**src/rtl/fifo_wr_arbiter.sv**
```systemverilog
// rtl/fifo_wr_arbiter.sv - round-robin, burst-bounded arbiter sharing one FIFO write port
//
// Ports:
//   i_clk        clock, all state on the rising edge
//   i_rst        asynchronous active-high reset
//   i_valid      per-requester beat available
//   i_data       per-requester data, requester k in [k*DATA_WIDTH +: DATA_WIDTH]
//   i_full       FIFO full flag
//   i_abort      synchronous abort of the current grant
//   o_ready      per-requester beat accepted this cycle
//   o_wr_en      FIFO write enable
//   o_data       FIFO write data
//   o_grant_vld  a grant is held
//   o_grant_id   index of the granted requester
`timescale 1ns/1ps
module fifo_wr_arbiter #(
    parameter int N_REQ      = 4,
    parameter int DATA_WIDTH = 8,
    parameter int MAX_BURST  = 4
) (
    input  logic                          i_clk,
    input  logic                          i_rst,
    input  logic [N_REQ-1:0]              i_valid,
    input  logic [N_REQ*DATA_WIDTH-1:0]   i_data,
    input  logic                          i_full,
    input  logic                          i_abort,
    output logic [N_REQ-1:0]              o_ready,
    output logic                          o_wr_en,
    output logic [DATA_WIDTH-1:0]         o_data,
    output logic                          o_grant_vld,
    output logic [$clog2(N_REQ)-1:0]      o_grant_id
);

    localparam int ID_W  = $clog2(N_REQ);
    localparam int CNT_W = $clog2(MAX_BURST + 1);

    typedef enum logic {
        IDLE  = 1'b0,
        BURST = 1'b1
    } state_t;

    state_t            state_q, state_d;
    logic [ID_W-1:0]   grant_id_q, grant_id_d;
    logic [ID_W-1:0]   rr_ptr_q, rr_ptr_d;
    logic [CNT_W-1:0]  beat_cnt_q, beat_cnt_d;

    logic              arb_hit;
    logic [ID_W-1:0]   arb_id;
    logic              beat;
    logic              release_grant;
    logic [ID_W-1:0]   rr_next;

    // Scan from the highest offset down so the last hit written is the
    // requester closest to rr_ptr.
    always_comb begin
        logic [ID_W-1:0] idx;
        arb_hit = 1'b0;
        arb_id  = '0;
        idx     = '0;
        for (int i = N_REQ - 1; i >= 0; i--) begin
            idx = ID_W'((int'(rr_ptr_q) + i) % N_REQ);
            if (i_valid[idx]) begin
                arb_hit = 1'b1;
                arb_id  = idx;
            end
        end
    end

    assign rr_next = (grant_id_q == ID_W'(N_REQ - 1)) ? '0 : grant_id_q + ID_W'(1);

    // Datapath: a beat only happens while a grant is held.
    always_comb begin
        beat    = (state_q == BURST) && i_valid[grant_id_q] && !i_full && !i_abort;
        o_wr_en = beat;
        o_ready = '0;
        o_data  = '0;
        if (beat) begin
            o_ready[grant_id_q] = 1'b1;
            o_data              = i_data[grant_id_q*DATA_WIDTH +: DATA_WIDTH];
        end
    end

    // Release on burst limit, idle requester, or abort. Full alone keeps
    // the grant and does not consume burst budget.
    assign release_grant = (beat && (beat_cnt_q == CNT_W'(MAX_BURST - 1)))
                         || !i_valid[grant_id_q]
                         || i_abort;

    always_comb begin
        state_d    = state_q;
        grant_id_d = grant_id_q;
        rr_ptr_d   = rr_ptr_q;
        beat_cnt_d = beat_cnt_q;
        case (state_q)
            IDLE: begin
                if (!i_abort && arb_hit) begin
                    grant_id_d = arb_id;
                    beat_cnt_d = '0;
                    state_d    = BURST;
                end
            end
            BURST: begin
                if (beat) begin
                    beat_cnt_d = beat_cnt_q + CNT_W'(1);
                end
                if (release_grant) begin
                    state_d    = IDLE;
                    rr_ptr_d   = rr_next;
                    beat_cnt_d = '0;
                end
            end
            default: begin
                state_d = IDLE;
            end
        endcase
    end

    always_ff @(posedge i_clk or posedge i_rst) begin
        if (i_rst) begin
            state_q    <= IDLE;
            grant_id_q <= '0;
            rr_ptr_q   <= '0;
            beat_cnt_q <= '0;
        end else begin
            state_q    <= state_d;
            grant_id_q <= grant_id_d;
            rr_ptr_q   <= rr_ptr_d;
            beat_cnt_q <= beat_cnt_d;
        end
    end

    assign o_grant_vld = (state_q == BURST);
    assign o_grant_id  = grant_id_q;

endmodule

```
**config.mk**
```make
export PLATFORM = sky130hd
export DESIGN_NAME = fifo_wr_arbiter
export DESIGN_NICKNAME = d
export VERILOG_FILES = /design/src/rtl/fifo_wr_arbiter.sv
export SDC_FILE = /design/constraint.sdc
export NUM_CORES = 1
export LEC_CHECK = 0
export BUFFER_PORTS_ARGS = -buffer_cell sky130_fd_sc_hd__buf_2
export CAP_MARGIN = 10
export CORE_MARGIN = 2
export CORE_UTILIZATION = 38
export DETAILED_ROUTE_END_ITERATION = 10
export PLACE_DENSITY = 0.83
export SYNTH_ARGS = -nofsm -noshare
export SYNTH_HDL_FRONTEND = slang
export SYNTH_SLANG_ARGS = --single-unit
```
**constraint.sdc**
```tcl
create_clock -name i_clk -period 1.6 [get_ports i_clk]
set_input_delay 0 -clock i_clk [delete_from_list [all_inputs] [get_ports i_clk]]
set_output_delay 0 -clock i_clk [all_outputs]
set_load 0.03 [all_outputs]
```
* Yosys cells after proc, flatten, opt, wreduce, memory -nomap -nowiden
Cells that the tools add are included.
Word-level totals: input bits 40, flip-flop bits (word level) 8, logic and storage cells 65, output and inout bits 16
Operators by class: mux-type cells 30, $add $sub $neg 5, shift-type cells 1, bitwise operators 1, equality and inequality tests 4, reduce and logical (&&, ||, !) cells 14, magnitude comparators 6
Operators by type and width (count):
- variable part select 32 x 6 -> 8 bit | 1
- less-than comparator 2 x 3 -> 1 bit (second input constant) | 5
- 2-to-1 mux 1 bit | 12
- binary-select mux 1 bit (select 2 bit) | 5
- 2-to-1 mux 2 bit | 5
- 2-to-1 mux 3 bit | 3
- 2-to-1 mux 8 bit | 1
- logical AND 1 bit | 6
- case mux 3 bit (2 select lines) | 1
- AND reduction 2 bit | 3
- adder 2 x 1 -> 2 bit (second input constant) | 2
- adder 2 bit (second input constant) | 2
- 2-to-1 mux 4 bit | 1
- adder 3 x 1 -> 3 bit (second input constant) | 1
- == test 3 x 2 -> 1 bit (second input constant) | 1
- zero test 1 bit | 3
- inequality test 3 x 1 -> 1 bit (second input constant) | 1
- demux 1 bit (select 2 bit) | 1
- == test 2 bit (second input constant) | 1
- >= comparator 2 x 1 -> 1 bit (second input constant) | 1
- logical OR 1 bit | 2
- inequality test 2 bit (second input constant) | 1
- case mux 1 bit (2 select lines) | 1
- inverter 1 bit | 1

* Logic depth before layout (Yosys ltp)
word-level depth 10, depth in mapped cells 6, depth with buffers taken out 6

* Worst setup path after synthesis
No wires, ideal clock.
kind register to register, from register grant_id_q[1] (netlist: o_grant_id[1]), to register beat_cnt_q[0], period minus slack after synthesis 1.892 ns, slack -0.292 ns, data arrival time 1.767 ns, setup time 0.125 ns, cell stages (with the launch flop) 6, data required time 1.475 ns, buffers on the path 1, cells stage by stage dfrtp_1 -> buf_6 -> mux2_4 -> a22oi_4 -> o22a_2 -> mux2_4
Between the ends: word-level cells in the longest chain between the ends 10, elaborated cells between the ends (all ways) 13, classes of those cells 1 x eq/ne; 4 x mux; 8 x reduce/logical
Ends and longest elaborated chain:
- start, declared | RTL line 43 | logic [ID_W-1:0] grant_id_q, grant_id_d;
- start signal, assigned | RTL line 126 | grant_id_q <= grant_id_d;
- binary-select mux 1 bit (select 2 bit) * | RTL line 73, 86
- 2-to-1 mux 1 bit (not written as such) * | RTL line 73, 86
- logical AND 1 bit (3 in a row) | RTL line 73 | beat = (state_q == BURST) && i_valid[grant_id_q] && !i_full && !i_abort;
- logical AND 1 bit | RTL line 85 | assign release_grant = (beat && (beat_cnt_q == CNT_W'(MAX_BURST - 1)))
- logical OR 1 bit | RTL line 86 | || !i_valid[grant_id_q]
- logical OR 1 bit | RTL line 87 | || i_abort;
- 2-to-1 mux 3 bit / inequality test 3 x 1 -> 1 bit (equally long branches)
- case mux 3 bit (2 select lines) / AND reduction 2 bit (equally long branches)
- end signal, assigned | RTL line 128 | beat_cnt_q <= beat_cnt_d;
- end, declared | RTL line 45 | logic [CNT_W-1:0] beat_cnt_q, beat_cnt_d;
Mark *: on every way between the ends. The rest lies on a longest branch, timed or not. The select of a mux whose other input is x is not followed. A chain may end at the register's enable or synchronous reset.

* Worst setup path in the final report
from register grant_id_q[1] (netlist: o_grant_id[1]), to output o_ready[1]
Between the ends: word-level cells in the longest chain between the ends 6, elaborated cells between the ends (all ways) 11, classes of those cells 2 x order compare; 5 x mux; 4 x reduce/logical
Ends and longest elaborated chain:
- branches (longest 5 deep; another with less-than comparator 2 x 3 -> 1 bit)
- 2-to-1 mux 4 bit * | RTL line 77 | if (beat) begin
- end, declared | RTL line 27 | output logic [N_REQ-1:0] o_ready,
Every way passes the cells marked *. The select of a mux whose other input is x is not followed.

==> out/qor.csv <==
stage;metric;value;unit
critical_path;Req. time, crit path;1600;ps
power_and_ir_drop;Internal;1.04;mW
place;hpwl dp;1.96;mm
global_routing;global-route wire length before repair;3.86;mm
timing;Relative slew margins;78.2;%
final_layout;fin util;66.3;%
die;Core ar.;0.00221;mm²
critical_path;CP max FO;5;
die;IO Pins;56;
die;Initial Utilization;40.4;%
timing;Final Max Slew Viols;0;
cts;clock buffer count from CTS;3;
timing;Max Fclk;0.580;GHz
critical_path;cell mode on critical path;buf_6;
final_layout;fraction of layout cells with a size suffix above 1;66.9;%
final_layout;synthesis-to-layout area growth;64.1;%
cts;worst skew pair latency;260;ps
power_and_ir_drop;Reg power frac;21.2;%
global_routing;vias in the first global route;840;
power_and_ir_drop;PwrDens;1210;mW/mm²
timing;post-route worst setup slack;-125;ps
route;Avg WL per Cell;15.7;µm
final_layout;fillers;152;
timing;hold slack;62.8;ps
timing;count of final hold-check violations;0;
power_and_ir_drop;power share of the combinational group;69.1;%
synth;Post-Syn Area per Cell;11.3;µm²
route;Initial DRC Count;11;
cts;CTS clk-pin slew, worst paths;60;ps
die;Die Area;0.00275;mm²
die;row count;17;
die;Die Y;52.5;µm
final_layout;multi-input logic area;714;µm²
global_routing;antenna violations before repair;0;
outcome;status;finished, violations left;
critical_path;CP endpoint kind;output pin;
power_and_ir_drop;clock network power share;9.8;%
place;Post-DP Area;0.00125;mm²
worst_hold_path;Min-Delay Path Class;primary input to flip-flop;
final_layout;diode count;0;
timing;Clock Skew;9.28;ps
critical_path;Critical Path AT;1720;ps
final_layout;commonest non-fill, non-tap cell in the layout;buf_2;
synth;Yosys reg bits;8;
synth;cell area after synthesis;893;µm²
route;First-pass DRT Iterations;3;
synth;post-synth cell types;27;
global_routing;pin count of the biggest net entering global routing;15;
route;via count;895;
cts;Clock Tree Buf Depth;2;
place;routability congestion estimate;0.758;
cts;# clock sinks;8;
global_routing;total global routing overflow;0;
synth;cell count after synthesis;79;
synth;Mapped Nets;125;
critical_path;worst-path cell chain;mux2_4 -> a22oi_4 -> nor3b_4 -> buf_6 -> and2_4 -> buf_6;
route;Routed Antenna Nets;0;
place;PortBufs;55;
critical_path;Worst setup SP type;flip-flop;
critical_path;CP Class;flip-flop to output pin;
critical_path;Largest stage delay, worst path;430;ps
final_layout;most frequent cells in the layout;42 x buf_2, 18 x buf_6, 12 x and2_4, 7 x mux2_4, 7 x mux4_1;
timing;Final period util;108;%
power_and_ir_drop;Leak;0.759;nW
critical_path;Slowest cell on crit path;dfrtp_2;
critical_path;worst reg-to-reg setup slack;-90;ps
cts;H-Tree Depth;1;
cts;Root Driver;clkbuf_4;
timing;fin crit period;1720;ps
power_and_ir_drop;Sw Share;41.0;%
route;Post-Route WL;2.71;mm
cts;TritonCTS clock tree;yes;
route;drt via density;5.17;
synth;Seq/Total Area, Yosys;22.4;%
outcome;failing checks;setup timing;
route;drc violations;0;
timing;final setup fails;17;
power_and_ir_drop;VDD IR-drop max;0.000688;V
final_layout;Net count, final;192;
timing;Slew @ Worst Pin;324;ps
final_layout;Final Instance Area;0.00147;mm²
die;die width;52.5;µm
timing;RSZ-0062 raised after global routing;true;
timing;Final TNS setup;-1840;ps
flow_run;max cap viols;0;
final_layout;FF+latch area;203;µm²
power_and_ir_drop;switching power;0.726;mW
synth;YS warnings;0;
global_routing;Total GRT Usage;18.7;%
worst max-delay path: cells and delay by family, from the launching register on:
family | cells | cell delay [ps]
mux | 1 | 320
flops | 1 | 430
simple gates | 2 | 220
buf+inv | 2 | 270
compound gates | 1 | 220
per-stage QoR:
step                std cells  setup slack (ps)  total power, mW
floorplan                  79              -186             1.10
global placement          164              -127             1.33
detailed placement        164              -226             1.37
CTS                       173              -151             1.66
global route              173              -172             1.86
finish                    173              -125             1.77
final timing paths:
path,from,endpoint,depth (start not counted)
worst max register to register,o_grant_id[1],rr_ptr_q[0],6
worst min register to register,beat_cnt_q[2],beat_cnt_q[2],1
worst max-delay path,o_grant_id[1],o_ready[1],6
max in group asynchronous,i_rst,o_grant_id[1],3
min in group asynchronous,i_rst,beat_cnt_q[1],3
worst min-delay path,i_valid[3],o_grant_id[1],3
metal layers:
layer / share of wire [%] / vias up / track usage [%] / wire, µm
met1: 40 / 419 / 21.2 / 1080
met5: 0 / - / 0 / 0
met4: 1.6 / 0 / 5.13 / 42
met2: 48 / 46 / 33.8 / 1290
li1: - / 425 / - / -
met3: 11 / 5 / 5.14 / 301
cell families after synthesis:
family,after synthesis,share of synthesized area [%]
and+or+nand+nor,28,18.1
adders and majority gates,6,8.40
DFF,8,22.4
AOI/OAI and AO/OA,11,9.80
muxes,17,36.6
buffers and inverters,9,4.76
power by group through the flow:
stage | Clock, mW | Sequential [mW] | Combinational, mW
6_report | 0.173 | 0.374 | 1.22
5_1_grt | 0.185 | 0.383 | 1.29
4_1_cts | 0.176 | 0.360 | 1.12
3_5_place_dp | 0 | 0.355 | 1.01
3_3_place_gp | 0 | 0.346 | 0.983
2_1_floorplan | 0 | 0.421 | 0.676
Yosys cell counts:
cell | count | area [µm²]
a21oi_1 | 3 | 15.0
a221oi_1 | 1 | 8.76
a22oi_4 | 1 | 21.3
and2_1 | 12 | 75.1
buf_1 | 1 | 3.75
buf_2 | 1 | 5.00
buf_6 | 1 | 11.3
dfrtp_1 | 8 | 200
ha_1 | 6 | 75.1
inv_1 | 6 | 22.5
mux2_1 | 2 | 22.5
mux2_2 | 3 | 33.8
mux2_4 | 4 | 60.1
mux4_1 | 8 | 210
nand2_1 | 3 | 11.3
nand2b_1 | 1 | 6.26
nor2_1 | 4 | 15.0
nor2b_1 | 2 | 12.5
nor3_1 | 3 | 15.0
nor3b_1 | 1 | 7.51
nor3b_2 | 1 | 12.5
nor4_1 | 1 | 6.26
o21ai_0 | 2 | 10.0
o21ai_2 | 1 | 8.76
o21bai_1 | 1 | 7.51
o22a_2 | 1 | 10.0
o22ai_1 | 1 | 6.26
timing repair:
item | CTS | global route
endpoints found under the hold margin | 8 | 0
pin swaps | 5 | 3
gates cloned | 1 | 0
resized for setup | 34 | 13
hold buffers | 1 | 0
endpoints found under the setup margin | 18 | 18
buffers inserted | 3 | 0
area by class of cell:
| class | count | area share (%) |
|---|---|---|
| flip-flops and latches | 8 | 13.8 |
| clock buffers | 4 | 1.79 |
| inverters | 6 | 1.54 |
| well taps | 28 | 2.39 |
| repair buffers | 65 | 31.7 |
| multi-input cells | 62 | 48.7 |
state kept, by name (all words and copies together) (netlist names):
signal,cells
beat_cnt_q,3
o_grant_id,2
rr_ptr_q,2
o_grant_vld,1
Power figures use the tool's default switching activity.
